$ cat config.mk
export PLATFORM = sky130hd
export DESIGN_NAME = bcd_updown_counter
export DESIGN_NICKNAME = d
export VERILOG_FILES = /design/src/rtl/bcd_pkg.sv /design/src/rtl/bcd_digit.sv /design/src/rtl/bcd_updown_counter.sv
export SDC_FILE = /design/constraint.sdc
export NUM_CORES = 1
export LEC_CHECK = 0
export BUFFER_PORTS_ARGS = -buffer_cell sky130_fd_sc_hd__buf_2
export CELL_PAD_IN_SITES_DETAIL_PLACEMENT = 2
export CELL_PAD_IN_SITES_GLOBAL_PLACEMENT = 2
export CORE_ASPECT_RATIO = 1.4
export CORE_MARGIN = 2
export CORE_UTILIZATION = 30
export CTS_CLUSTER_SIZE = 8
export DETAILED_ROUTE_END_ITERATION = 16
export PLACE_DENSITY_LB_ADDON = 0.12
export SYNTH_ARGS = -nofsm -noshare
export SYNTH_HDL_FRONTEND = slang
export SYNTH_SLANG_ARGS = --single-unit
export TNS_END_PERCENT = 10
$ cat constraint.sdc
create_clock -name clk -period 2.2 [get_ports clk]
set_input_delay 0 -clock clk [delete_from_list [all_inputs] [get_ports clk]]
set_output_delay 0 -clock clk [all_outputs]
set_load 0.1 [all_outputs]
$ cat src/rtl/bcd_pkg.sv
// Shared BCD digit constants and a helper for sanitising digits on load.
package bcd_pkg;

    localparam int BCD_W = 4;
    localparam logic [BCD_W-1:0] BCD_MAX  = 4'd9;
    localparam logic [BCD_W-1:0] BCD_ZERO = 4'd0;

    // Illegal BCD codes (10-15) collapse to zero so a digit register never holds them.
    function automatic logic [BCD_W-1:0] bcd_sat_valid(input logic [BCD_W-1:0] digit);
        return (digit > BCD_MAX) ? BCD_ZERO : digit;
    endfunction

endpackage

$ cat src/rtl/bcd_digit.sv
// One BCD digit cell counting 0-9 in either direction; wrap flags the terminal
// state combinationally so the next cell up can ripple from it.
module bcd_digit
    import bcd_pkg::*;
(
    input  logic             clk,
    input  logic             reset,
    input  logic             load,
    input  logic [BCD_W-1:0] load_digit,
    input  logic             inc,
    input  logic             dec,
    output logic [BCD_W-1:0] digit,
    output logic             wrap
);

    logic [BCD_W-1:0] digit_q;
    logic [BCD_W-1:0] digit_d;

    assign wrap  = (inc && (digit_q == BCD_MAX)) || (dec && (digit_q == BCD_ZERO));
    assign digit = digit_q;

    always_comb begin
        digit_d = digit_q;
        if (load) begin
            digit_d = bcd_sat_valid(load_digit);
        end else if (inc) begin
            digit_d = (digit_q == BCD_MAX) ? BCD_ZERO : digit_q + 4'd1;
        end else if (dec) begin
            digit_d = (digit_q == BCD_ZERO) ? BCD_MAX : digit_q - 4'd1;
        end
    end

    always_ff @(posedge clk) begin
        if (reset) begin
            digit_q <= BCD_ZERO;
        end else begin
            digit_q <= digit_d;
        end
    end

endmodule

$ cat src/rtl/bcd_updown_counter.sv
// Two-digit BCD up/down counter with enable prescaler, synchronous load and
// wrap carry; feeds a pair of BCD-to-7-segment decoders.
module bcd_updown_counter
    import bcd_pkg::*;
#(
    parameter int PRESCALE = 4,
    parameter int PW       = (PRESCALE > 1) ? $clog2(PRESCALE) : 1
) (
    input  logic             clk,
    input  logic             reset,
    input  logic             en,
    input  logic             up,
    input  logic             load,
    input  logic [7:0]       load_val,
    output logic [BCD_W-1:0] ones,
    output logic [BCD_W-1:0] tens,
    output logic             carry,
    output logic             load_err,
    output logic             step
);

    localparam logic [PW-1:0] PRE_LAST = PW'(PRESCALE - 1);

    logic [PW-1:0] pre_q;
    logic [PW-1:0] pre_d;
    logic          step_q;
    logic          carry_q;
    logic          err_q;
    logic          err_d;

    logic stepNow;
    logic onesInc;
    logic onesDec;
    logic onesWrap;
    logic tensWrap;

    // Load outranks the terminal prescaler count, so a load cycle never steps.
    assign stepNow = en && !load && (pre_q == PRE_LAST);
    assign onesInc = stepNow && up;
    assign onesDec = stepNow && !up;

    always_comb begin
        pre_d = pre_q;
        if (load) begin
            pre_d = '0;
        end else if (en) begin
            pre_d = stepNow ? '0 : pre_q + 1'b1;
        end
    end

    assign err_d = load && ((load_val[7:4] > BCD_MAX) || (load_val[3:0] > BCD_MAX));

    bcd_digit u_ones (
        .clk        (clk),
        .reset      (reset),
        .load       (load),
        .load_digit (load_val[3:0]),
        .inc        (onesInc),
        .dec        (onesDec),
        .digit      (ones),
        .wrap       (onesWrap)
    );

    // Tens only moves when the ones cell rolls over; its own wrap is the full carry.
    bcd_digit u_tens (
        .clk        (clk),
        .reset      (reset),
        .load       (load),
        .load_digit (load_val[7:4]),
        .inc        (onesInc && onesWrap),
        .dec        (onesDec && onesWrap),
        .digit      (tens),
        .wrap       (tensWrap)
    );

    always_ff @(posedge clk) begin
        if (reset) begin
            pre_q   <= '0;
            step_q  <= 1'b0;
            carry_q <= 1'b0;
            err_q   <= 1'b0;
        end else begin
            pre_q   <= pre_d;
            step_q  <= stepNow;
            carry_q <= tensWrap;
            err_q   <= err_d;
        end
    end

    assign step     = step_q;
    assign carry    = carry_q;
    assign load_err = err_q;

endmodule

### Word-level counts from Yosys, hierarchy flattened

Index checks and enable logic that the tools add are counted.

* register bits: 13
* bits in latches: 0
* RAM bits: 0
* memory bits (read-only): 0
* input port bits: 13
* output and inout port bits: 11
* word-level logic and storage cells: 50
* memories: 0

* add/subtract/negate cells: 5
* $mul: 0
* div/mod/pow operators: 0
* magnitude comparators: 2
* eq/ne operators: 3
* shifts and indexed selects: 0
* mux-type cells: 13
* bitwise gates (word level): 0
* reductions and logical operators: 21

Operators by type and width (count)
* $mux W4: 12
* $logic_and A1 B1 Y1: 11
* $add A4 B1 Y4 const B: 2
* $eq A4 B4 Y1 const B: 2
* $gt A4 B4 Y1 const B: 2
* $logic_not A4 Y1: 2
* $sub A4 B1 Y4 const B: 2
* $reduce_bool A3 Y1: 2
* $logic_or A1 B1 Y1: 3
* $add A2 B1 Y2 const B: 1
* $eq A2 B2 Y1 const B: 1
* $logic_not A1 Y1: 2
* $mux W2: 1
* $reduce_or A2 Y1: 1

### Longest topological paths before layout

Gate-level depths: netlist of the first run.

* depth in word-level cells: 10
* depth in mapped cells: 6
* gate-level depth less buffers: 5

### Hierarchy

A second synthesis of the first run with hierarchy kept.

* cells, all modules: 110
* area, all modules: 892.1 µm²

By module, submodules not included
* bcd_digit: instances 2, cells each 44, area an instance 335.3 µm², sequential area each 80.1 µm²
* bcd_updown_counter: instances 1, cells each 22, area an instance 221.5 µm², sequential area each 100.1 µm²

### Worst setup path after synthesis of the first run

Ideal clock, no wire load.

* path type: flip-flop to flip-flop
* start: register u_ones.digit_q[3] (netlist: u_ones.digit[3])
* end: register u_tens.digit_q[1] (netlist: u_tens.digit[1])
* setup time: 74 ps
* data arrival time: 2116 ps
* required time: 2126 ps
* setup slack: 9 ps
* stages on the path, launching flop included: 7
* clock period less this slack: 2191 ps
* path through: dfxtp_1 -> buf_6 -> nor4bb_1 -> buf_4 -> o2111ai_1 -> a211o_1 -> a31oi_1

* longest elaborated chain between the ends: 6
* elaborated cells between the ends (all ways): 10

RTL lines
* start, declared: line bcd_digit.sv:16 `logic [BCD_W-1:0] digit_q;`
* start signal, assigned: line bcd_digit.sv:37 `digit_q <= digit_d;`
* $eq A4 B4 Y1 or $logic_not A4 Y1 (tied branches): line bcd_digit.sv:19 `assign wrap = (inc && (digit_q == BCD_MAX)) || (dec && (digit_q == BCD_ZERO));`
* $logic_and A1 B1 Y1: line bcd_digit.sv:19
* $logic_or A1 B1 Y1 (*): line bcd_digit.sv:19
* $logic_and A1 B1 Y1: line bcd_updown_counter.sv:70 `.inc (onesInc && onesWrap),`
* $mux W4: line bcd_digit.sv:26 `end else if (inc) begin`
* $mux W4: line bcd_digit.sv:24 `if (load) begin`
* end signal, assigned: line bcd_digit.sv:37
* end, declared: line bcd_digit.sv:16

Every way passes the cells marked *; elsewhere a longest branch is shown, timed or not.
A chain may end at the register's enable or synchronous reset.

### Worst setup path in the final report of the first run

* start: register u_ones.digit_q[0] (netlist: u_ones.digit[0])
* end: register u_tens.digit_q[2] (netlist: u_tens.digit[2])

Same word-level chain as after synthesis.

==> results of run 1 <==
[final timing paths]
check                       start               to  slack (ns)
hold reg to reg          pre_q[1]         pre_q[1]        0.54
setup reg to reg  u_ones.digit[0]  u_tens.digit[2]        0.37
setup / recovery  u_ones.digit[0]  u_tens.digit[2]        0.37
hold / removal        load_val[5]  u_tens.digit[1]        0.06
[final cells by class]
class,instances,area [um^2]
tap,39,48.80
inverter,4,15.01
clock buffer,4,45.04
timing repair buffer,25,130.1
sequential,13,260.3
multi-input combinational,95,634.4
fill,392,2019
[cell usage in the layout, fill, tap and decap left out, drive strengths merged, types with 2 or more instances in the layout]
cell,n
buf,25
dfxtp,13
a21oi,11
nor2,11
nand2,8
nand3b,6
nor3,6
o21ai,5
and3,4
xor2,4
inv,4
clkbuf,4
a211oi,3
o2111ai,3
nor3b,2
a221o,2
a311oi,2
a31oi,2
mux2i,2
a21o,2
a211o,2
o211ai,2
nand3,2
[cells in the mapped netlist (all sizes together) (2+ instances only)]
| cell type | number |
|---|---|
| nor2 | 11 |
| nand3b | 6 |
| buf | 7 |
| a211oi | 3 |
| nor3 | 6 |
| nand2 | 8 |
| clkbuf | 3 |
| a31oi | 2 |
| a21o | 2 |
| a211o | 2 |
| o21ai | 5 |
| mux2i | 2 |
| a21oi | 11 |
| o211ai | 2 |
| xor2 | 4 |
| a221o | 2 |
| nand3 | 2 |
| dfxtp | 13 |
| and3 | 4 |
| inv | 4 |
| nor3b | 2 |
| o2111ai | 3 |
| a311oi | 2 |
[power groups by stage]
| stage | logic (mW) | clock network [mW] | registers (mW) |
|---|---|---|---|
| 5_1_grt | 0.182 | 0.243 | 0.267 |
| 4_1_cts | 0.170 | 0.228 | 0.264 |
| 3_5_place_dp | 0.169 | 0 | 0.270 |
| 2_1_floorplan | 0.0780 | 0 | 0.320 |
| 6_report | 0.169 | 0.224 | 0.265 |
| 3_3_place_gp | 0.165 | 0 | 0.270 |
[state kept, by name (all words and copies together), names as in the netlist]
name          flops
u_ones.digit      4
step              1
carry             1
u_tens.digit      4
pre_q             2
load_err          1
[per-layer routing]
layer	track usage, %	vias to the layer above	wire length [um]
met5	0	-	0
met4	5.413	0	60
met3	2.675	6	75
met2	35.56	16	1837
met1	23.75	525	1379
li1	-	500	-
[worst reg2reg max path, cell delays in order, from the launching register on]
cell and delay, ns:
dfxtp_1 0.61, nor4bb_1 0.34, buf_4 0.21, and2_4 0.16, a311oi_1 0.10, o32ai_1 0.31
[logic make-up after synthesis]
group	Yosys count	synth area share [%]
compound gates	41	29.79
buf+inv	14	10.51
simple gates	46	26.03
fa+ha+maj	1	1.251
mux	2	2.003
flops	13	26.03
xor+xnor	5	4.380
==> flow_summary.json, run 1 <==
{
  "async_reset_ff_share_pct": 0,
  "clock_sinks": 13,
  "startpoint_type": "flop",
  "yosysWarnings": 0,
  "place_inst": 176,
  "setup_viol": 0,
  "postLayoutSetupSlackWorst_ns": 0.3712,
  "synth_cell_types": 46,
  "cpMaxStageDelayCell": "dfxtp_1",
  "clk_pin_slew_ns": 0.06,
  "rsz0062_at_grt": "false",
  "crit_fanout": 12,
  "hold_class": "primary input to flop",
  "power_switching_mw": 0.2366,
  "final_max_slew_viol_count": 0,
  "netlist.area_leader.share_pct": 26.03,
  "maxSlewHeadroom_pct": 67.34,
  "synth_cells": 122,
  "cellPowerDensity_nw_per_um2": 579.6,
  "dp_slack_ns": 0.3788,
  "cts_tree": "yes",
  "leakage_nw": 0.4575,
  "core_um2": 3153,
  "grt_pass1_wl_um": 5651,
  "first_iter_violations": 18,
  "seq_area_frac_synth_pct": 26.03,
  "max_freq_ghz": 0.5468,
  "wirelength_um": 3353,
  "criticalPathCategory": "flop to flop",
  "synth_area_leaders": "dfxtp_1, a21oi_1, nand3b_1, nor2_1, xor2_1",
  "placed_area_um2": 1089,
  "cts_inserted_buffers": 3,
  "finClkSkew_ns": 0.006637,
  "postCtsHoldBufs": 0,
  "cp.depth": 5,
  "grt_antenna_before_repair": 0,
  "p_total_mw": 0.6570,
  "setup.worst_path.end_class": "flop",
  "cp_num_buf_inv": 1,
  "gp_congestion": 0.7843,
  "p_comb_share_pct": 25.7,
  "rows": 24,
  "clockBufferDepth": 2,
  "synth_area_um2": 999.7,
  "syn_avg_cell_area_um2": 8.194,
  "die_w_um": 52.79,
  "cp_data_required_time_ns": 2.34,
  "seqPwrFrac_pct": 40.3,
  "grt_overflow_total": 0,
  "pwr-share-clk_pct": 34.0,
  "antenna_cells": 0,
  "p_int_mw": 0.4204,
  "area_delta_synth_final_pct": 13.39,
  "port_buffers": 23,
  "hold_violations": 0,
  "via_per_inst": 5.817,
  "ys_ff_latch": 13,
  "rr_worst_depth": 5,
  "ant_nets": 0,
  "start_util_pct": 31.71,
  "sw_frac_of_total_pct": 36.01,
  "fin_setup_tns_ns": 0,
  "num_io_pins": 24,
  "fin_util_pct": 35.95,
  "ir_drop_mv": 0.2991,
  "fin_cells": 180,
  "drt_pre_antenna_iters": 4,
  "ctsRootBufferMaster": "clkbuf_8",
  "worstMarginPinSlew_ns": 0.4933,
  "post_cts_buffers": 0,
  "vias": 1047,
  "layout-drive-gt1-share_pct": 24.11,
  "drc": 0,
  "min_period_ns": 1.829,
  "finalNetCount": 156,
  "first_global_vias": 1104,
  "die-area_um2": 3816,
  "slowest_delay_ns": 0.61,
  "htreeDepth": 1,
  "synth_fp_nets": 136,
  "crit_family": "flip-flops",
  "cts_resized": 0,
  "arrival_ns": 1.97,
  "status": "completed",
  "crit_path_cell_trace": "nor4bb_1 > buf_4 > and2_4 > a311oi_1 > o32ai_1",
  "yosysTopAreaCell": "dfxtp_1",
  "holdPathStages": 3,
  "die_y_um": 72.30,
  "hpwl_um": 2434,
  "final_area_um2": 1134,
  "ys.flop_type": "dfxtp_1",
  "synth_edf_count": 0,
  "max_cap_violations": 0,
  "post-route-period-util_pct": 83.13,
  "drt-wirelength-per-cell_um": 18.63,
  "whs_ns": 0.06254,
  "grt_max_degree": 24,
  "grt_usage_pct": 19.70,
  "insertion_delay_ns": 0.24
}
No activity file was read; power rests on OpenSTA's default activity.
==> inputs of run 2 (changes only) <==
- ABC_AREA: not set -> 1
- CORE_UTILIZATION: 30 -> 26
- clock period: 2.2 -> 1.9 ns (I/O delays scaled with it)
==> flow_summary.json, run 2 <==
{
  "whs_ns": 0.05037,
  "grt_pass1_wl_um": 5375,
  "drt_pre_antenna_iters": 4,
  "cpMaxStageDelayCell": "dfxtp_1",
  "power_switching_mw": 0.3294,
  "seq_area_frac_synth_pct": 27.62,
  "clockBufferDepth": 2,
  "min_period_ns": 1.458,
  "die_y_um": 75.23,
  "cpMostUsedCell": "nor2_1",
  "reg2reg_to": "u_tens.digit[2]",
  "insertion_delay_ns": 0.25,
  "r2r_setup_slack_ns": 0.44,
  "die_w_um": 54.88,
  "htreeDepth": 1,
  "cts_tree": "yes",
  "num_io_pins": 24,
  "grt_overflow_total": 0,
  "synth_edf_count": 0,
  "crit_fanout": 7,
  "ir_drop_mv": 0.2569,
  "cp_data_required_time_ns": 2.04,
  "fin_setup_tns_ns": 0,
  "final_area_um2": 1149,
  "cellPowerDensity_nw_per_um2": 720.4,
  "setup_viol": 0,
  "yosysWarnings": 0,
  "final_max_slew_viol_count": 0,
  "placed_area_um2": 1094,
  "drc": 0,
  "criticalPathCategory": "flop to flop",
  "die-area_um2": 4128,
  "first_iter_violations": 4,
  "hold_violations": 0,
  "leakage_nw": 0.5736,
  "antenna_cells": 0,
  "synth_area_um2": 942.2,
  "hpwl_um": 2701,
  "syn_avg_cell_area_um2": 6.281,
  "start_util_pct": 27.63,
  "reg2reg_from": "pre_q[0]",
  "synth_cell_types": 30,
  "arrival_ns": 1.60,
  "grt_max_degree": 14,
  "yosysTopAreaCell": "dfxtp_1",
  "port_buffers": 23,
  "rr_worst_depth": 8,
  "p_int_mw": 0.4980,
  "p_total_mw": 0.8274,
  "clock_sinks": 13,
  "hold_class": "primary input to flop",
  "final_common_cell": "nand2_1",
  "p_comb_share_pct": 31.3,
  "synth_fp_nets": 164,
  "rows": 25,
  "grt_usage_pct": 18.32,
  "synth_cells": 150,
  "max_freq_ghz": 0.6857,
  "async_reset_ff_share_pct": 0,
  "finalNetCount": 191,
  "crit_path_cell_trace": "ha_1 > nand3_2 > nor2_2 > nand2_2 > nand3_4 > nand2_1 > nor2_1 > nor2_1",
  "wirelength_um": 3258,
  "netlist.area_leader.share_pct": 27.62,
  "via_per_inst": 4.991,
  "seqPwrFrac_pct": 37.2,
  "post-route-period-util_pct": 76.75,
  "ys_ff_latch": 13,
  "clk_pin_slew_ns": 0.06,
  "post_cts_buffers": 0,
  "layout_common_cells": "nand2_1, nor2_1, buf_2, inv_1, nand3_1",
  "max_cap_violations": 0,
  "core_um2": 3410,
  "fin_cells": 216,
  "ys.flop_type": "dfxtp_1",
  "vias": 1078,
  "cts_resized": 0,
  "holdPathStages": 3,
  "rsz0062_at_grt": "false",
  "status": "completed",
  "synth_area_leaders": "dfxtp_1, nand2_1, nor2_1, nand3_1, inv_1",
  "gp_congestion": 0.8060,
  "drt-wirelength-per-cell_um": 15.08,
  "hp-start": "load_val[3]",
  "ant_nets": 0,
  "ctsRootBufferMaster": "clkbuf_8",
  "cts_inserted_buffers": 3,
  "finClkSkew_ns": 0.005735,
  "area_delta_synth_final_pct": 21.91,
  "startpoint_type": "flop",
  "sw_frac_of_total_pct": 39.81,
  "setup.worst_path.end_class": "flop",
  "synth.most_common_cell": "nand2_1",
  "maxSlewHeadroom_pct": 67.37,
  "first_global_vias": 1161,
  "place_inst": 211,
  "layout-drive-gt1-share_pct": 22.16,
  "pwr-share-clk_pct": 31.6,
  "grt_antenna_before_repair": 0,
  "min_to": "u_ones.digit[3]",
  "netlist_top_cells_count": "nand2_1, nor2_1, inv_1, nand3_1, dfxtp_1",
  "slowest_delay_ns": 0.37,
  "worstMarginPinSlew_ns": 0.4928
}
==> run 2: cell types whose count changed after synthesis, moves of 4 or more <==
cell	delta
nand3_1	+12
nand3b_1	-6
nor2_1	+13
a21oi_1	-5
and3_1	-4
nand2_1	+32
inv_1	+12
o21ai_0	+5
==> run 2: power groups by stage <==
stage               clock network, mW  logic (mW)  registers, mW
detailed placement                  0       0.261          0.314
global placement                    0       0.255          0.312
CTS                             0.275       0.263          0.308
finish                          0.261       0.259          0.307
global route                    0.285       0.284          0.310
floorplan                           0       0.106          0.403
==> run 2: cells by family after synthesis <==
| kind of cell | count (synthesis) | synth area share (%) |
|---|---|---|
| compound gates | 24 | 14.61 |
| xor+xnor | 1 | 0.9298 |
| fa+ha+maj | 1 | 1.328 |
| buf+inv | 20 | 9.162 |
| flops | 13 | 27.62 |
| mux | 1 | 1.062 |
| simple gates | 90 | 45.29 |
==> run 2: area by class of cell <==
cell class                 instances  area (um^2)
clock buffer                       4        45.04
inverter                          18        71.32
tap                               40        50.05
multi-input combinational        117        595.6
timing repair buffer              24        125.1
fill                             445         2261
sequential                        13        261.5
==> run 2: worst max-delay path, delay by kind of cell (launching register included) <==
| kind | cells | cell delay (ns) |
|---|---|---|
| flops | 1 | 0.37 |
| simple gates | 7 | 0.71 |
| fa+ha+maj | 1 | 0.26 |
==> run 2: worst max-delay path by stage <==
stage | from | to
detailed placement | pre_q[0] | u_tens.digit[2]
floorplan | u_ones.digit[0] | u_tens.digit[1]
global route | pre_q[0] | u_tens.digit[2]
global placement | pre_q[0] | u_tens.digit[2]
finish | pre_q[0] | u_tens.digit[2]
CTS | pre_q[0] | u_tens.digit[2]
==> run 2: timing repair <==
action                                  4_1_cts  5_1_grt
hold buffers                                  1        0
endpoints found under the setup margin        0        0
endpoints found under the hold margin         1        0
==> run 2: metrics by stage <==
stage                     utilization, %  worst slack [ns]
after floorplan                        -           0.02569
after global placement             32.07            0.4665
after detailed placement           32.07            0.4239
after CTS                          33.69            0.4002
after global routing               33.69            0.2870
final                              33.69            0.4417
==> run 2: per-layer routing <==
layer	global-route usage [%]	share of wire, %	vias up
li1	-	-	542
met4	6.667	2.1	0
met1	17.23	36	509
met2	37.17	59	19
met5	0	0	-
met3	2.778	2.9	8
==> inputs of run 3 (changes only) <==
- clock period: 1.9 -> 1.4 ns (I/O delays scaled with it)
==> flow_summary.json, run 3 (synthesized netlist as in run 2, its figures left out) <==
{
  "core_um2": 3410,
  "final_common_cell": "nand2_1",
  "antenna_cells": 0,
  "ctsRootBufferMaster": "clkbuf_8",
  "arrival_ns": 1.46,
  "post-route-period-util_pct": 93.78,
  "setup.worst_path.end_class": "flop",
  "cts_inserted_buffers": 3,
  "startpoint_type": "flop",
  "die-area_um2": 4128,
  "place_inst": 212,
  "num_io_pins": 24,
  "insertion_delay_ns": 0.25,
  "finalNetCount": 193,
  "leakage_nw": 0.5921,
  "cpMostUsedCell": "nor2_1",
  "fillCellCount": 439,
  "cp_data_required_time_ns": 1.55,
  "clockBufferDepth": 2,
  "clk_pin_slew_ns": 0.06,
  "start_util_pct": 27.63,
  "crit_path_cell_trace": "ha_4 > nand3_2 > nor2_2 > nand2_2 > nand3_4 > nand2_1 > nor2_1 > nor2_1",
  "grt_max_degree": 14,
  "cp_num_buf_inv": 0,
  "status": "completed",
  "drt-wirelength-per-cell_um": 15.64,
  "clock_sinks": 13,
  "slowest_delay_ns": 0.36,
  "gp_congestion": 0.7339,
  "htreeDepth": 1,
  "layout_common_cells": "nand2_1, buf_2, nor2_1, nand3_1, inv_1",
  "wirelength_um": 3409,
  "die_w_um": 54.88,
  "fin_setup_tns_ns": 0,
  "drc": 0,
  "cpMaxStageDelayCell": "dfxtp_4",
  "setup_viol": 0,
  "hold_class": "primary input to flop",
  "cellPowerDensity_nw_per_um2": 931.2,
  "dp_slack_ns": -0.09796,
  "hold_violations": 0,
  "finClkSkew_ns": 0.003395,
  "max_cap_violations": 0,
  "rows": 25,
  "first_global_vias": 1256,
  "grt_overflow_total": 0,
  "min_period_ns": 1.313,
  "grt_usage_pct": 19.80,
  "hpwl_um": 2790,
  "grt_pass1_wl_um": 5789,
  "first_iter_violations": 9,
  "vias": 1113,
  "fin_cells": 218,
  "layout-drive-gt1-share_pct": 34.27,
  "criticalPathCategory": "flop to flop",
  "area_delta_synth_final_pct": 29.88,
  "crit_fanout": 7,
  "worstMarginPinSlew_ns": 0.4908,
  "drt_pre_antenna_iters": 2,
  "maxSlewHeadroom_pct": 67.51,
  "port_buffers": 23,
  "die_y_um": 75.23,
  "postLayoutSetupSlackWorst_ns": 0.08706,
  "grt_antenna_before_repair": 0,
  "ir_drop_mv": 0.5394,
  "cts_tree": "yes",
  "ant_nets": 0,
  "crit_family": "simple AND/OR/NAND/NOR gates",
  "final_max_slew_viol_count": 0,
  "via_per_inst": 5.106,
  "max_freq_ghz": 0.7617
}
==> run 3: cell count changes in the layout (fill, tap and decap cells not counted), sizes merged <==
cell	change
buf	+3
dlygate4sd3	-1
clkbuf	-1
clkinv	+1
==> run 3: worst reg2reg max path, stage by stage, from the launching register on <==
cell,delay (ns)
dfxtp_4,0.36
ha_4,0.16
nand3_2,0.11
nor2_2,0.12
nand2_2,0.10
nand3_4,0.12
nand2_1,0.08
nor2_1,0.11
nor2_1,0.04
==> run 3: per-stage QoR <==
stage | util (%) | hold slack (ns) | power, mW | area (um^2)
5_1_grt | 35.89 | 0.01891 | 1.216 | 1224
6_report | 35.89 | 0.01081 | 1.140 | 1224
3_3_place_gp | 32.99 | 0.2695 | 0.7722 | 1125
4_1_cts | 34.86 | 0.001930 | 1.160 | 1189
2_1_floorplan | - | 0.07127 | 0.6881 | 967.2
3_5_place_dp | 32.99 | 0.2715 | 0.7848 | 1125
==> run 3: path summary, 6_finish.rpt <==
kind,slack [ns],cells after the start,to,start
max,0.09,8,u_tens.digit[1],pre_q[0]
min,0.01,2,carry,reset
max reg2reg,0.09,8,u_tens.digit[1],pre_q[0]
min reg2reg,0.47,1,pre_q[0],pre_q[0]
==> run 3: routing by layer <==
| layer | up-vias | global-route usage (%) | wire length, um |
|---|---|---|---|
| li1 | 552 | - | - |
| met2 | 24 | 38.89 | 1929 |
| met4 | 0 | 9.722 | 100 |
| met1 | 527 | 19.32 | 1278 |
| met3 | 10 | 1.984 | 100 |
| met5 | - | 0 | 0 |
==> run 3: area by class of cell <==
cell class / count / area [um^2] / share of cell area, %
clock buffer: 3 / 41.29 / 3.374
sequential: 13 / 290.3 / 23.72
tap: 40 / 50.05 / 4.090
clock inverter: 1 / 5.005 / 0.4090
multi-input combinational: 117 / 624.3 / 51.02
inverter: 18 / 75.07 / 6.135
timing repair buffer: 26 / 137.6 / 11.25
==> run 3: where the power goes <==
group	internal, mW	switching, mW	total, mW	leakage [nW]
sequential	0.387	0.0290	0.416	0.113
combinational	0.0882	0.274	0.362	0.454
clock	0.197	0.164	0.361	0.0255
total	0.673	0.467	1.14	0.592
==> run 3: repair_timing <==
action                     in CTS  in global routing
setup endpoints to repair       5                  5
hold buffers                    0                  0
cloned                          0                  0
pin swaps                       0                  6
setup buffers                   0                  2
resized for setup               4                 10
hold endpoints to repair        0                  0
